**src/rtl/lm32_ram_fifo_pkg.sv**
```systemverilog
// lm32_ram_fifo_pkg
//   Shared types and helpers for the RAM-backed FIFO.
//   fifo_acc_t : push/pop requests that were accepted this cycle.
//   accept()   : qualifies a request against its blocking condition.
//   The default for the optional FIFO feature macro (CFG_FIFO_FWFT_EN) is
//   "undefined", which builds the registered-read FIFO.
package lm32_ram_fifo_pkg;

    typedef struct packed {
        logic push;
        logic pop;
    } fifo_acc_t;

    function automatic logic accept(input logic req, input logic blocked);
        return req & ~blocked;
    endfunction

endpackage

```
**src/rtl/lm32_ram.sv**
```systemverilog
// lm32_ram
//   Pseudo dual-port RAM, no output register. The read address is captured
//   on read_clk_i when enable_read_i is high and the array is read through
//   that registered address, giving one cycle of read latency. Contents are
//   never reset; only the read address register is.
// Ports:
//   read_clk_i, write_clk_i : read / write clocks (may be tied together)
//   reset_i                 : asynchronous active-high reset of read address
//   enable_read_i           : capture read_address_i this cycle
//   read_address_i          : read address
//   enable_write_i          : write port clock enable
//   write_enable_i          : write strobe (qualified by enable_write_i)
//   write_address_i         : write address
//   write_data_i            : write data
//   read_data_o             : data at the registered read address
module lm32_ram #(
    parameter int data_width    = 32,
    parameter int address_width = 4
) (
    input  logic                     read_clk_i,
    input  logic                     write_clk_i,
    input  logic                     reset_i,
    input  logic                     enable_read_i,
    input  logic [address_width-1:0] read_address_i,
    input  logic                     enable_write_i,
    input  logic                     write_enable_i,
    input  logic [address_width-1:0] write_address_i,
    input  logic [data_width-1:0]    write_data_i,
    output logic [data_width-1:0]    read_data_o
);

    logic [data_width-1:0]    mem_q [0:(1<<address_width)-1];
    logic [address_width-1:0] ra_q;

    always_ff @(posedge write_clk_i) begin
        if (enable_write_i && write_enable_i) begin
            mem_q[write_address_i] <= write_data_i;
        end
    end

    always_ff @(posedge read_clk_i or posedge reset_i) begin
        if (reset_i) begin
            ra_q <= '0;
        end else if (enable_read_i) begin
            ra_q <= read_address_i;
        end
    end

    assign read_data_o = mem_q[ra_q];

endmodule

```
**src/rtl/lm32_ram_fifo.sv**
```systemverilog
// lm32_ram_fifo
//   Single-clock FIFO built on one lm32_ram instance, with level count and
//   sticky overflow/underflow flags.
//   Build option: define CFG_FIFO_FWFT_EN for first-word-fall-through mode,
//   where the head entry sits in the RAM read stage and pop_valid_o equals
//   !empty_o. Without it, an accepted pop presents data one cycle later with
//   a one-cycle pop_valid_o pulse.
// Ports:
//   clk_i        : clock
//   rst_i        : asynchronous active-high reset
//   push_i       : write request       push_data_i : write data
//   pop_i        : read request        pop_data_o  : read data (0 when invalid)
//   pop_valid_o  : qualifies pop_data_o
//   full_o       : level == depth      empty_o     : nothing poppable
//   level_o      : stored entries, 0..depth
//   overflow_o   : sticky, push seen while full
//   underflow_o  : sticky, pop seen while empty
module lm32_ram_fifo
    import lm32_ram_fifo_pkg::*;
#(
    parameter int data_width    = 32,
    parameter int address_width = 4
) (
    input  logic                     clk_i,
    input  logic                     rst_i,
    input  logic                     push_i,
    input  logic [data_width-1:0]    push_data_i,
    output logic                     full_o,
    input  logic                     pop_i,
    output logic [data_width-1:0]    pop_data_o,
    output logic                     pop_valid_o,
    output logic                     empty_o,
    output logic [address_width:0]   level_o,
    output logic                     overflow_o,
    output logic                     underflow_o
);

    localparam int AW    = address_width;
    localparam int LVL_W = address_width + 1;
    localparam int DEPTH = 1 << address_width;

    logic [AW-1:0]         wr_ptr_q, wr_ptr_d;
    logic [AW-1:0]         rd_ptr_q, rd_ptr_d;
    logic [LVL_W-1:0]      level_q, level_d;
    logic                  full_q, full_d;
    logic                  empty_q, empty_d;
    logic                  valid_q, valid_d;
    logic                  ovf_q, ovf_d;
    logic                  unf_q, unf_d;
    logic                  rd_en;
    logic [data_width-1:0] ram_rdata;
    fifo_acc_t             acc;

    always_comb begin
        acc.push = accept(push_i, full_q);
`ifdef CFG_FIFO_FWFT_EN
        // Head lives in the RAM read stage. Entries still in RAM are
        // level minus the head; refill the head whenever it is free or
        // being consumed. level_q excludes a push in this cycle, so the
        // address being written is never read in the same cycle.
        acc.pop  = accept(pop_i, ~valid_q);
        rd_en    = ((level_q - LVL_W'(valid_q)) != '0) && (!valid_q || acc.pop);
        valid_d  = rd_en || (valid_q && !acc.pop);
`else
        acc.pop  = accept(pop_i, empty_q);
        rd_en    = acc.pop;
        valid_d  = acc.pop;
`endif
        wr_ptr_d = wr_ptr_q + AW'(acc.push);
        rd_ptr_d = rd_ptr_q + AW'(rd_en);
        level_d  = level_q + LVL_W'(acc.push) - LVL_W'(acc.pop);
        full_d   = (level_d == LVL_W'(DEPTH));
`ifdef CFG_FIFO_FWFT_EN
        empty_d  = !valid_d;
`else
        empty_d  = (level_d == '0);
`endif
        ovf_d    = ovf_q | (push_i & full_q);
        unf_d    = unf_q | (pop_i & empty_q);
    end

    always_ff @(posedge clk_i or posedge rst_i) begin
        if (rst_i) begin
            wr_ptr_q <= '0;
            rd_ptr_q <= '0;
            level_q  <= '0;
            full_q   <= 1'b0;
            empty_q  <= 1'b1;
            valid_q  <= 1'b0;
            ovf_q    <= 1'b0;
            unf_q    <= 1'b0;
        end else begin
            wr_ptr_q <= wr_ptr_d;
            rd_ptr_q <= rd_ptr_d;
            level_q  <= level_d;
            full_q   <= full_d;
            empty_q  <= empty_d;
            valid_q  <= valid_d;
            ovf_q    <= ovf_d;
            unf_q    <= unf_d;
        end
    end

    lm32_ram #(
        .data_width    (data_width),
        .address_width (address_width)
    ) u_ram (
        .read_clk_i      (clk_i),
        .write_clk_i     (clk_i),
        .reset_i         (rst_i),
        .enable_read_i   (rd_en),
        .read_address_i  (rd_ptr_q),
        .enable_write_i  (1'b1),
        .write_enable_i  (acc.push),
        .write_address_i (wr_ptr_q),
        .write_data_i    (push_data_i),
        .read_data_o     (ram_rdata)
    );

    // Masking keeps the data output at 0 in reset and between pops.
    assign pop_data_o  = valid_q ? ram_rdata : '0;
    assign pop_valid_o = valid_q;
    assign full_o      = full_q;
    assign empty_o     = empty_q;
    assign level_o     = level_q;
    assign overflow_o  = ovf_q;
    assign underflow_o = unf_q;

endmodule

```
**config.mk**
```make
export PLATFORM = sky130hd
export DESIGN_NAME = lm32_ram_fifo
export DESIGN_NICKNAME = d
export VERILOG_FILES = /design/src/rtl/lm32_ram_fifo_pkg.sv /design/src/rtl/lm32_ram.sv /design/src/rtl/lm32_ram_fifo.sv
export SDC_FILE = /design/constraint.sdc
export NUM_CORES = 1
export LEC_CHECK = 0
export ABC_AREA = 1
export BUFFER_PORTS_ARGS = -buffer_cell sky130_fd_sc_hd__clkbuf_2
export CORE_MARGIN = 1.5
export CORE_UTILIZATION = 56
export DETAILED_ROUTE_END_ITERATION = 8
export HOLD_SLACK_MARGIN = 0.08
export PLACE_DENSITY_LB_ADDON = 0.3
export SYNTH_ARGS = -nofsm -noshare
export SYNTH_HDL_FRONTEND = slang
export SYNTH_SLANG_ARGS = --single-unit
export TNS_END_PERCENT = 100
```
**constraint.sdc**
```tcl
create_clock -name clk_i -period 2.9 [get_ports clk_i]
set_clock_uncertainty 0.2 [all_clocks]
set_input_delay 0.29 -clock clk_i [delete_from_list [all_inputs] [get_ports clk_i]]
set_output_delay 0.29 -clock clk_i [all_outputs]
set_load 0.005 [all_outputs]
```
# Word-level counts from Yosys, hierarchy flattened
# Memory sizes are Yosys's and may differ from the RTL's.
# Cells that the tools add are included.
# word_totals
reg_bits	22
latch_bits	0
ramBits	512
romBits	0
inputBits	36
out_inout_bits	42
word_cells	27
memories	1
# op_classes
n_addsub	4
n_mul	0
div_mod_pow	0
n_lt_le_gt_ge	0
eq_ne	1
shifts	0
mux	3
n_bitwise	8
reduce_logical	1
# mem_list
name	depth	width	rd	rd_ports_with_merged_regs	wr	line	source
u_ram.mem_q	16	32	1	0	1	lm32_ram.sv:32	logic [data_width-1:0] mem_q [0:(1<<address_width)-1];
# ops
cell	count
two-way mux 32 bit	1
adder 4 x 1 -> 4 bit	2
adder 5 x 1 -> 5 bit	1
== test 5 bit (second input constant)	1
logical NOT 5 bit	1
subtractor 5 x 1 -> 5 bit	1
AND 1 bit	4
two-way mux 1 bit	2
NOT 1 bit	2
bitwise OR 1 bit	2

# Logic depth before layout (Yosys ltp)
# depth
ltp_word	5
ltp_mapped	12
ltp_nobuf	11

# Hierarchy
# From an unflattened synthesis, not the netlist that was laid out.
# hier_totals
cells_unflattened	2256
area_unflattened_um2	23322.4
# modules_own_cells
mod	instances	cells_each	area_each_um2	seq_area_each_um2
lm32_ram	1	2105	22218.8	15474.8
lm32_ram_fifo	1	151	1103.6	451.7

# Worst setup path after synthesis
# No wires, ideal clock.
# synth_timing
path_type	register -> register
startpoint	reg full_q, in the netlist full_o
endpoint	mem u_ram.mem_q[12][0] (enable)
setup_time_ps	421
arrival_ps	2202
t_required_ps	2279
setup_slack_ps	77
path_stages_with_launch	4
path_buffers	0
period_less_slack_ps	2823
cell_sequence	dfrtp_1 > nor2_1 > nand3_1 > nor2_1
# synth_between
elab_chain_len	4
# synth_lines
item	line	source
from (decl)	lm32_ram_fifo.sv:45	logic full_q, full_d;
from (signal assigned)	lm32_ram_fifo.sv:96	full_q <= full_d;
NOT 1 bit	lm32_ram_fifo_pkg.sv:15	return req & ~blocked;
AND 1 bit	lm32_ram_fifo_pkg.sv:15	
two-way mux 1 bit	lm32_ram.sv:36	if (enable_write_i && write_enable_i) begin
two-way mux 1 bit (not written as such)	lm32_ram.sv:37	mem_q[write_address_i] <= write_data_i;
to (decl)	lm32_ram.sv:32	
# No other way between the ends.

# Worst setup path after layout
# layout_timing
startpoint	reg u_ram.ra_q[0]
endpoint	out pop_data_o[30]
# layout_between
elab_chain_len	2
# layout_lines
item	line	source
from (decl)	lm32_ram.sv:33	logic [address_width-1:0] ra_q;
from (signal assigned)	lm32_ram.sv:45	ra_q <= read_address_i;
memory (16 x 32 bit)	-	
two-way mux 32 bit	lm32_ram_fifo.sv:121	assign pop_data_o = valid_q ? ram_rdata : '0;
to (decl)	lm32_ram_fifo.sv:30	output logic [data_width-1:0] pop_data_o,
# No other way between the ends.

==> impl_metrics.ini <==
[cts]
path_clk_slew_ns = 0.06
clock_latency_ns = 0.58
cts-htree-levels = 2
clock_sinks = 534
cts_tree = yes
cts-root-buf = clkbuf_16
cts_buffer_depth = 3
cts_buffers = 52

[final_layout]
filler_cell_count = 2917
nets = 2294
post-route-util = 0.663
fin_area_mm2 = 0.0264
mostFrequentLayoutCells = 783 x nand2_1, 512 x edfxtp_1, 324 x nand3_1, 269 x inv_1, 74 x clkbuf_2
final_common_cell = nand2_1
finalNonFillerCells = 2816
syn_to_final_growth_pct = 16.5
drive_above_1_share = 0.118

[synth]
ys.warnings.count = 0
syn-instance-count = 2109
avgSynthCellArea_um2 = 10.8
synth.net_count = 2153
yosysSeqAreaShare = 0.702
synth-seq-cells = 534
synth.distinct_cells = 24
synthesis.area_mm2 = 0.0227

[worst_hold_path]
hold_class = in2async

[timing]
finalMaxSlewViolations = 0
final-setup-viol-count = 1
slew_headroom = 0.455
fin_crit_sh = 1.01
timing.final.ws_setup_ns = -0.0413
hold_violations = 0
worst_pin_slew_ns = 0.816
max_freq_mhz = 340
period_minus_slack_ns = 2.94
hold_slack_ns = 0.194
grt_setup_unrepaired = true

[pwr]
p_leak_nw = 11.1
powerDensity_mw_per_mm2 = 974
ir_drop_mv = 0.824

[placement]
finalWeightedCongestion = 0.784
dpl.hpwl_um = 28000
dp_cells = 2660
port_buffers = 77
place_area_mm2 = 0.0239

[global_route]
antenna_found_initial = 0
grt_max_degree = 93
grt.total_usage = 0.264
grt_pass1_wl_um = 82300
first_global_vias = 14900
globalRouteOverflowTotal = 0

[drt]
wl_per_cell_um = 20.3
drc = 0
routed_wl_um = 57200
dr.pass1.iters = 5
drt_iter0_drc = 1695
antenna_left = 0
via_per_inst = 5.49
dr_total_vias = 15400

[floorplanning]
rows = 73
fp.dieH_um = 204
dieArea_mm2 = 0.0417
die_x_um = 204
initial_core_util = 0.570
ioPinCount = 78
core_region_area_mm2 = 0.0398

[worst_setup_path]
critPathSlowestCell = dfrtp_4
cp-start-kind = flip-flop
rr_startpoint = empty_o
critical-path-max-stage-delay_ns = 0.49
crit_type = reg2out
worstPathRequired_ns = 2.41
cp_common_cell = nand3_1
rrSetupSlack_ns = 0.46
r2r_cells = 8
arrival_ns = 2.45
rr_endpoint = full_o
cp_cell_sequence = buf_12 > buf_4 > clkbuf_16 > nand2_1 > nand3_1 > nand3_1 > nand3_1 > a21oi_4 > buf_2
endpoint_kind = output pin
crit_fanout = 11

[outcome]
violations = negative setup slack
status = complete, but fails checks

[job]
maxCapViolCount = 0
power breakdown:
part / internal, mW / switching, mW / total (mW)
combinational: 3.34 / 6.31 / 9.65
sequential: 9.38 / 0.343 / 9.73
clock: 3.57 / 2.79 / 6.37
total: 16.3 / 9.45 / 25.7
how the worst max path moves through the flow:
| stage | start | to | slack [ns] | cells past startpoint |
|---|---|---|---|---|
| floorplan | full_o | u_ram.mem_q[12][0] | 0.08 | 3 |
| detailed placement | pop_i | full_o | 0.20 | 10 |
| CTS | u_ram.ra_q[0] | pop_data_o[0] | -0.03 | 8 |
| global placement | pop_i | full_o | 0.25 | 10 |
| global route | u_ram.ra_q[0] | pop_data_o[30] | -0.08 | 9 |
| finish | u_ram.ra_q[0] | pop_data_o[30] | -0.04 | 9 |
state kept, by name, summed over array words and instances (netlist names):
| signal | cells |
|---|---|
| level_o | 5 |
| underflow_o | 1 |
| pop_valid_o | 1 |
| full_o | 1 |
| u_ram.ra_q | 4 |
| wr_ptr_q | 4 |
| u_ram.mem_q | 512 |
| rd_ptr_q | 4 |
| empty_o | 1 |
| overflow_o | 1 |
Yosys cell counts:
master	number	area (um^2)
edfxtp_1	512	15400
or2_2	1	6.26
nor3_1	1	5.00
xnor2_1	2	17.5
a21oi_1	34	170
buf_8	1	15.0
buf_1	14	52.6
xor2_1	5	43.8
ha_1	7	87.6
nand3b_1	1	7.51
buf_2	51	255
o21ai_0	6	30.0
nand3_1	326	1630
inv_1	272	1020
nand2_1	783	2940
buf_4	2	15.0
dfrtp_1	21	526
fa_1	1	20.0
buf_6	23	259
dfstp_2	1	26.3
clkbuf_1	19	71.3
inv_4	1	6.26
nor2_1	23	86.3
a21o_1	2	15.0
final cells by class:
| type | count | area (um^2) | share of cell area |
|---|---|---|---|
| tap | 525 | 657 | 0.0249 |
| antenna | 1 | 2.50 | 0.0000947 |
| sequential | 534 | 15900 | 0.603 |
| inverter | 273 | 1050 | 0.0399 |
| multi-input combinational | 1192 | 5260 | 0.199 |
| timing repair inverter | 2 | 27.5 | 0.00104 |
| clock buffer | 72 | 1380 | 0.0521 |
| clock inverter | 22 | 193 | 0.00729 |
| timing repair buffer | 195 | 1920 | 0.0725 |
stage by stage:
step / total power, mW / setup WS, ns / setup TNS, ns
after floorplan: 15.4 / 0.0766 / 0
after CTS: 24.8 / -0.0344 / -0.0589
after global routing: 26.9 / -0.0781 / -0.161
after detailed placement: 18.1 / 0.199 / 0
final: 25.7 / -0.0413 / -0.0413
after global placement: 18.0 / 0.255 / 0
worst max-delay path, delay by kind of cell, from the launching register on:
family | cells | cell delay, ns
compound gates | 1 | 0.24
simple gates | 4 | 0.46
flops | 1 | 0.49
buf+inv | 4 | 0.68
cells by family (layout without fill, tap and decap cells):
family                     after synthesis  after routing  share of synthesized area
AOI/OAI and AO/OA                       42             42                    0.00949
DFF                                    534            534                      0.702
buffers and inverters                  383            564                     0.0747
adders and majority gates                8              8                    0.00474
other                                    0              1                          0
xor gates and xnor gates                 7              7                    0.00270
and+or+nand+nor                       1135           1135                      0.206
metal layers:
layer,vias to the layer above,GRT usage,wire length (um)
met3,131,0.0411,5060
met1,7315,0.350,22600
met2,795,0.435,27900
met5,-,0,0
li1,7205,-,-
met4,0,0.112,1740
repair_timing:
action                                  4_1_cts  5_1_grt
pin swaps                                     0        8
hold buffers                                 35        0
buffers inserted                              0       13
hold endpoints to repair                    542        0
endpoints found under the setup margin       30       28
gates cloned                                  3       13
gates resized for setup                      13       27
(Power assumes the default switching activity.)
